===== src/rtl/uart_tx_arbiter_if.sv =====
// uart_tx_arbiter_if: bundle of requester-side and uart_tx-side signals for
// uart_tx_arbiter.
//   req_valid  [NUM_REQ]   : requester i offers a byte
//   req_data   [8*NUM_REQ] : byte of requester i on bits [8i+7:8i]
//   req_last   [NUM_REQ]   : last byte of a message (message-lock builds only)
//   req_ready  [NUM_REQ]   : one-hot accept strobe
//   tx_start               : one-cycle start pulse to uart_tx
//   tx_data_in [8]         : byte presented to uart_tx
//   tx_busy                : busy flag returned by uart_tx
//   grant_id   [ID_W]      : index of the last accepted requester
//   active                 : arbiter FSM is not idle
// modport slave is the arbiter; modport master is the surrounding system
// (requesters plus uart_tx).
interface uart_tx_arbiter_if #(
  parameter int NUM_REQ = 2,
  parameter int ID_W    = 1
);
  logic [NUM_REQ-1:0]   req_valid;
  logic [8*NUM_REQ-1:0] req_data;
  logic [NUM_REQ-1:0]   req_last;
  logic [NUM_REQ-1:0]   req_ready;
  logic                 tx_start;
  logic [7:0]           tx_data_in;
  logic                 tx_busy;
  logic [ID_W-1:0]      grant_id;
  logic                 active;

  modport slave (
    input  req_valid, req_data, req_last, tx_busy,
    output req_ready, tx_start, tx_data_in, grant_id, active
  );

  modport master (
    output req_valid, req_data, req_last, tx_busy,
    input  req_ready, tx_start, tx_data_in, grant_id, active
  );
endinterface


===== src/rtl/uart_tx_arbiter.sv =====
// uart_tx_arbiter: round-robin arbiter sharing one uart_tx between NUM_REQ
// byte-stream requesters. One byte is accepted per valid/ready handshake,
// handed to uart_tx with a one-cycle tx_start, and the arbiter then follows
// tx_busy until the frame is over before granting again.
// Ports:
//   clk  : block clock
//   rst  : asynchronous, active-high reset
//   bus  : uart_tx_arbiter_if.slave (requester handshake + uart_tx signals)
// Optional build macro UART_ARB_LOCK_EN: a byte accepted with req_last=0 locks
// the arbiter to its requester until a byte with req_last=1 is accepted.
module uart_tx_arbiter #(
  parameter int NUM_REQ = 2,
  parameter int ID_W    = 1
) (
  input  logic              clk,
  input  logic              rst,
  uart_tx_arbiter_if.slave  bus
);

  localparam int SEL_W = (NUM_REQ > 1) ? $clog2(NUM_REQ) : 1;

  typedef enum logic [1:0] {
    IDLE,
    START,
    WAIT_BUSY,
    WAIT_DONE
  } state_t;

  state_t             state;
  state_t             state_nxt;
  logic [ID_W-1:0]    rr_ptr;
  logic               wd_cnt;     // second cycle spent in WAIT_BUSY
  logic [NUM_REQ-1:0] eligible;
  logic               found;
  logic [SEL_W-1:0]   win_sel;
  logic [ID_W-1:0]    win_id;
  logic               accept;

`ifdef UART_ARB_LOCK_EN
  logic            locked;
  logic [ID_W-1:0] lock_id;

  // While a message is open only its owner may be chosen, even if it is
  // momentarily not offering a byte.
  always_comb begin
    eligible = '0;
    if (locked) eligible[SEL_W'(lock_id)] = bus.req_valid[SEL_W'(lock_id)];
    else        eligible = bus.req_valid;
  end
`else
  logic [NUM_REQ-1:0] unused_req_last;
  assign unused_req_last = bus.req_last;
  assign eligible        = bus.req_valid;
`endif

  // Search starts just after the last winner so every requester gets a turn.
  always_comb begin
    int               idx;
    logic [SEL_W-1:0] sel_k;
    // NOTE: every variable written here gets a default first, so no path can
    // leave it unassigned and infer a latch.
    found   = 1'b0;
    win_sel = '0;
    win_id  = '0;
    for (int k = 1; k <= NUM_REQ; k++) begin
      idx = int'(rr_ptr) + k;
      if (idx >= NUM_REQ) idx = idx - NUM_REQ;
      sel_k = SEL_W'(idx);
      if (!found && eligible[sel_k]) begin
        found   = 1'b1;
        win_sel = sel_k;
        win_id  = ID_W'(idx);
      end
    end
  end

  // rst is in the term because the state register alone already reads IDLE
  // while reset is held, which would otherwise let a ready through.
  assign accept = (state == IDLE) && !bus.tx_busy && found && !rst;

  always_comb begin
    bus.req_ready = '0;
    if (accept) bus.req_ready[win_sel] = 1'b1;
  end

  always_comb begin
    state_nxt = state;
    case (state)
      IDLE:      if (accept) state_nxt = START;
      START:     state_nxt = WAIT_BUSY;
      WAIT_BUSY: begin
        if (bus.tx_busy)  state_nxt = WAIT_DONE;
        else if (wd_cnt)  state_nxt = IDLE;   // uart_tx never answered
      end
      WAIT_DONE: if (!bus.tx_busy) state_nxt = IDLE;
      default:   state_nxt = IDLE;
    endcase
  end

  assign bus.tx_start = (state == START);
  assign bus.active   = (state != IDLE);

  // NOTE: all state below is updated with non-blocking assignments so every
  // register samples the pre-edge values, independent of statement order.
  always_ff @(posedge clk or posedge rst) begin
    if (rst) begin
      state          <= IDLE;
      rr_ptr         <= ID_W'(NUM_REQ - 1);
      wd_cnt         <= 1'b0;
      bus.tx_data_in <= 8'h00;
      bus.grant_id   <= '0;
`ifdef UART_ARB_LOCK_EN
      locked         <= 1'b0;
      lock_id        <= '0;
`endif
    end else begin
      state  <= state_nxt;
      wd_cnt <= (state == WAIT_BUSY);
      if (accept) begin
        bus.tx_data_in <= bus.req_data[8*int'(win_sel) +: 8];
        bus.grant_id   <= win_id;
        rr_ptr         <= win_id;
`ifdef UART_ARB_LOCK_EN
        locked         <= ~bus.req_last[win_sel];
        lock_id        <= win_id;
`endif
      end
    end
  end

endmodule


===== src/flat_wrapper.sv =====
// flat-port wrapper written by rule: the top's interface ports become plain ports
module uart_tx_arbiter_flat 
#(
  parameter int NUM_REQ = 2,
  parameter int ID_W    = 1
)
  (clk, rst, bus_req_valid, bus_req_data, bus_req_last, bus_tx_busy, bus_req_ready, bus_tx_start, bus_tx_data_in, bus_grant_id, bus_active);
  uart_tx_arbiter_if #(.NUM_REQ(NUM_REQ), .ID_W(ID_W)) bus_i ();
  input  logic clk;
  input  logic rst;
  input wire logic [$bits(bus_i.req_valid)-1:0] bus_req_valid;
  input wire logic [$bits(bus_i.req_data)-1:0] bus_req_data;
  input wire logic [$bits(bus_i.req_last)-1:0] bus_req_last;
  input wire logic [$bits(bus_i.tx_busy)-1:0] bus_tx_busy;
  output wire logic [$bits(bus_i.req_ready)-1:0] bus_req_ready;
  output wire logic [$bits(bus_i.tx_start)-1:0] bus_tx_start;
  output wire logic [$bits(bus_i.tx_data_in)-1:0] bus_tx_data_in;
  output wire logic [$bits(bus_i.grant_id)-1:0] bus_grant_id;
  output wire logic [$bits(bus_i.active)-1:0] bus_active;
  assign bus_i.req_valid = bus_req_valid;
  assign bus_i.req_data = bus_req_data;
  assign bus_i.req_last = bus_req_last;
  assign bus_i.tx_busy = bus_tx_busy;
  assign bus_req_ready = bus_i.req_ready;
  assign bus_tx_start = bus_i.tx_start;
  assign bus_tx_data_in = bus_i.tx_data_in;
  assign bus_grant_id = bus_i.grant_id;
  assign bus_active = bus_i.active;
  uart_tx_arbiter #(.NUM_REQ(NUM_REQ), .ID_W(ID_W)) u_core (.clk(clk), .rst(rst), .bus(bus_i));
endmodule

===== config.mk =====
export PLATFORM = sky130hd
export DESIGN_NAME = uart_tx_arbiter_flat
export DESIGN_NICKNAME = d
export VERILOG_FILES = /design/src/rtl/uart_tx_arbiter_if.sv /design/src/rtl/uart_tx_arbiter.sv /design/src/flat_wrapper.sv
export SDC_FILE = /design/constraint.sdc
export NUM_CORES = 1
export LEC_CHECK = 0
export CORE_UTILIZATION = 34
export DETAILED_ROUTE_END_ITERATION = 8
export PLACE_DENSITY = 0.74
export SETUP_SLACK_MARGIN = 0.5
export SLEW_MARGIN = 20
export SYNTH_ARGS = -nofsm -noshare
export SYNTH_HDL_FRONTEND = slang
export SYNTH_SLANG_ARGS = --single-unit

===== constraint.sdc =====
create_clock -name clk -period 1.1 [get_ports clk]
set_input_delay 0.11 -clock clk [delete_from_list [all_inputs] [get_ports clk]]
set_output_delay 0.11 -clock clk [all_outputs]
set_load 0.01 [all_outputs]

==> impl_metrics.ini <==
[outcome]
status = complete, but fails checks
violations = negative setup slack

[layout]
fin_area_um2 = 1390
final_common_cell = buf_4
diodes = 0
nFillCells = 120
area_delta_synth_final_pct = 103
final_cell_mix = 25 x buf_4, 20 x clkdlybuf4s50_1, 12 x dfrtp_1
instances_no_fill = 141
drive_gt1_share_pct = 63.8
fin_nets = 140

[placed_design]
io_buffers = 33
place.gp.congestion = 0.719
placed_area_um2 = 1240
dp.cells = 121
dpl.hpwl_mm = 1.35

[worst_setup_path]
worst-path-buf-inv = 1
slowest_delay_ps = 420
required_ps = 990
worstRegToRegCells = 6
timing.rr.end = u_core.bus.tx_data_in[1]
crit_arrival_ps = 1380
path_max_fanout = 3
cp_cell_sequence = or2_4, nor4_4, buf_2
r2r-start = u_core.state[1]
critical_path.endpoint_type = output port
critPathLaunch = u_core.state[1]
startpoint_type = flip-flop
critPathKind = reg -> out
slowest_stage = dfrtp_1
crit_family = simple AND/OR/NAND/NOR gates
ff2ff_setup_slack_ps = -340

[pwr]
sw_frac_of_total_pct = 33.0
clock_power_share_pct = 10.3
p_seq_share_pct = 28.8
powerDensity_nw_per_um2 = 2110
p_sw_uw = 966
p_leak_nw = 0.608
peakVddDrop_uv = 1550
comb_power_share_pct = 60.9
power.internal_mw = 1.96

[clocking]
numCtsBuffers = 3
htree_levels = 1
cts_tree = yes
cts_sinks = 13
cts_root_buffer = clkbuf_4
clk_latency_ps = 280
cts_hold_buf = 0
clockBufferDepth = 2
clk_pin_slew_ps = 90

[global_route]
grt_usage_pct = 21.2
grt_max_degree = 10
grt_pass1_wl_mm = 3.19
grt_pass1_vias = 694
antenna_found_initial = 0
overflow = 0

[synthesis]
ys_ff_latch = 13
synth.distinct_cells = 22
synth_fp_nets = 74
avgSynthCellArea_um2 = 13.4
synthesis.area_um2 = 682
synth_area_leader_cell = dfrtp_1
syn_inst = 51
yosysSeqAreaShare_pct = 47.9
synth.yosys.warnings = 0
synth.top_cell.area_share_pct = 44.0
synth_area_leaders = dfrtp_1 44%, a2bb2oi_2 18%, o32ai_1 10%

[floorplanning]
pin_count = 36
die_w_um = 46.8
die_area_um2 = 2190
die_height_um = 46.8
initial_core_util_pct = 37.8
rows = 15
coreArea_um2 = 1800

[timing]
skew_ps = 8.34
period_minus_slack_ps = 1490
setup_slack_ps = -394
rsz0062_at_grt = yes
hold_viol_final = 0
setup_viol = 15
max_slew_margin_pct = 81.6
worstMarginPinSlew_ps = 275
fmax_mhz = 670
setup_tns_ps = -4510
finalMaxSlewViolations = 0
finalCritPeriodShare_pct = 136

[routing]
drtIter0Drc = 7
vias = 697
drc = 0
routed_via_density = 4.94
antenna_left = 0
drt_wl_total_mm = 2.10
wl_per_cell_um = 14.9
drtPass1Iterations = 4

[flow_run]
cap_violations = 0

[hold_path]
min_path_type = in -> async
repair_timing:
action | 4_1_cts | 5_1_grt
endpoints found under the setup margin | 35 | 26
pin swaps | 1 | 0
setup buffers | 13 | 3
resized for setup | 62 | 3
cell usage after synthesis:
cell,instances
dfrtp_1,12
a2bb2oi_2,8
o32ai_1,8
nor2b_1,3
a21o_1,2
clkbuf_1,2
a21bo_1,1
a22o_1,1
buf_4,1
buf_6,1
dfstp_2,1
inv_1,1
inv_2,1
nand2_1,1
nand2b_1,1
nor2_1,1
nor3b_2,1
nor4_2,1
nor4_4,1
o21a_1,1
o21ai_0,1
or2_1,1
cells by family (layout without fill, tap and decap cells):
family,count (synthesis),after routing,synth area share [%]
AO/OA/AOI/OAI,22,22,34.7
buffers and inverters,6,71,4.95
flip-flops,13,13,47.9
AND/OR/NAND/NOR,10,10,12.5
state kept, by name, summed over array words and instances, names as in the netlist:
signal and flops:
u_core.rr_ptr 1, u_core.wd_cnt 1, u_core.bus.tx_data_in 8, u_core.state 2, u_core.bus.grant_id 1
final cells by class:
class / instances / area (µm²) / area share, %
timing repair buffer: 65 / 568 / 41.0
multi-input combinational: 32 / 422 / 30.4
sequential: 13 / 327 / 23.6
tap: 25 / 31.3 / 2.26
clock buffer: 4 / 26.3 / 1.90
inverter: 2 / 11.3 / 0.813
worst reg2reg max path, delay by kind of cell (launching register included):
family / cells / cell delay [ps]
compound gates: 2 / 270
simple gates: 1 / 290
buf+inv: 3 / 390
flops: 1 / 420
power by group through the flow:
stage          clock network [mW]  logic (mW)  registers [mW]
2_1_floorplan                   0       0.626           0.967
3_3_place_gp                    0        1.42           0.873
3_5_place_dp                    0        1.44           0.888
4_1_cts                     0.307        1.69           0.835
5_1_grt                     0.339        1.91           0.872
6_report                    0.300        1.78           0.843
layer usage:
| metal | share of wire (%) | track usage (%) | up-vias |
|---|---|---|---|
| li1 | - | - | 333 |
| met1 | 42 | 26.1 | 334 |
| met2 | 51 | 35.3 | 28 |
| met3 | 7.3 | 5.77 | 2 |
| met4 | 0.38 | 8.57 | 0 |
| met5 | 0 | 0 | - |
per-stage QoR:
step | utilization (%) | power, mW | hold WS (ps) | worst slack [ps]
4_1_cts | 74.7 | 2.83 | 246 | -402
2_1_floorplan | - | 1.59 | -13.8 | -138
6_report | 76.9 | 2.93 | 243 | -394
3_3_place_gp | 68.7 | 2.29 | 466 | -646
3_5_place_dp | 68.7 | 2.33 | 469 | -679
5_1_grt | 76.9 | 3.12 | 268 | -451
worst max path at each step:
stage | slack (ps) | to | cells past startpoint
after floorplan | -140 | bus_req_ready[0] | 3
after global placement | -650 | bus_req_ready[1] | 4
after detailed placement | -680 | bus_req_ready[1] | 4
after CTS | -400 | bus_req_ready[0] | 3
after global routing | -450 | bus_req_ready[1] | 3
final | -390 | bus_req_ready[1] | 3
Power figures use the tool's default switching activity.
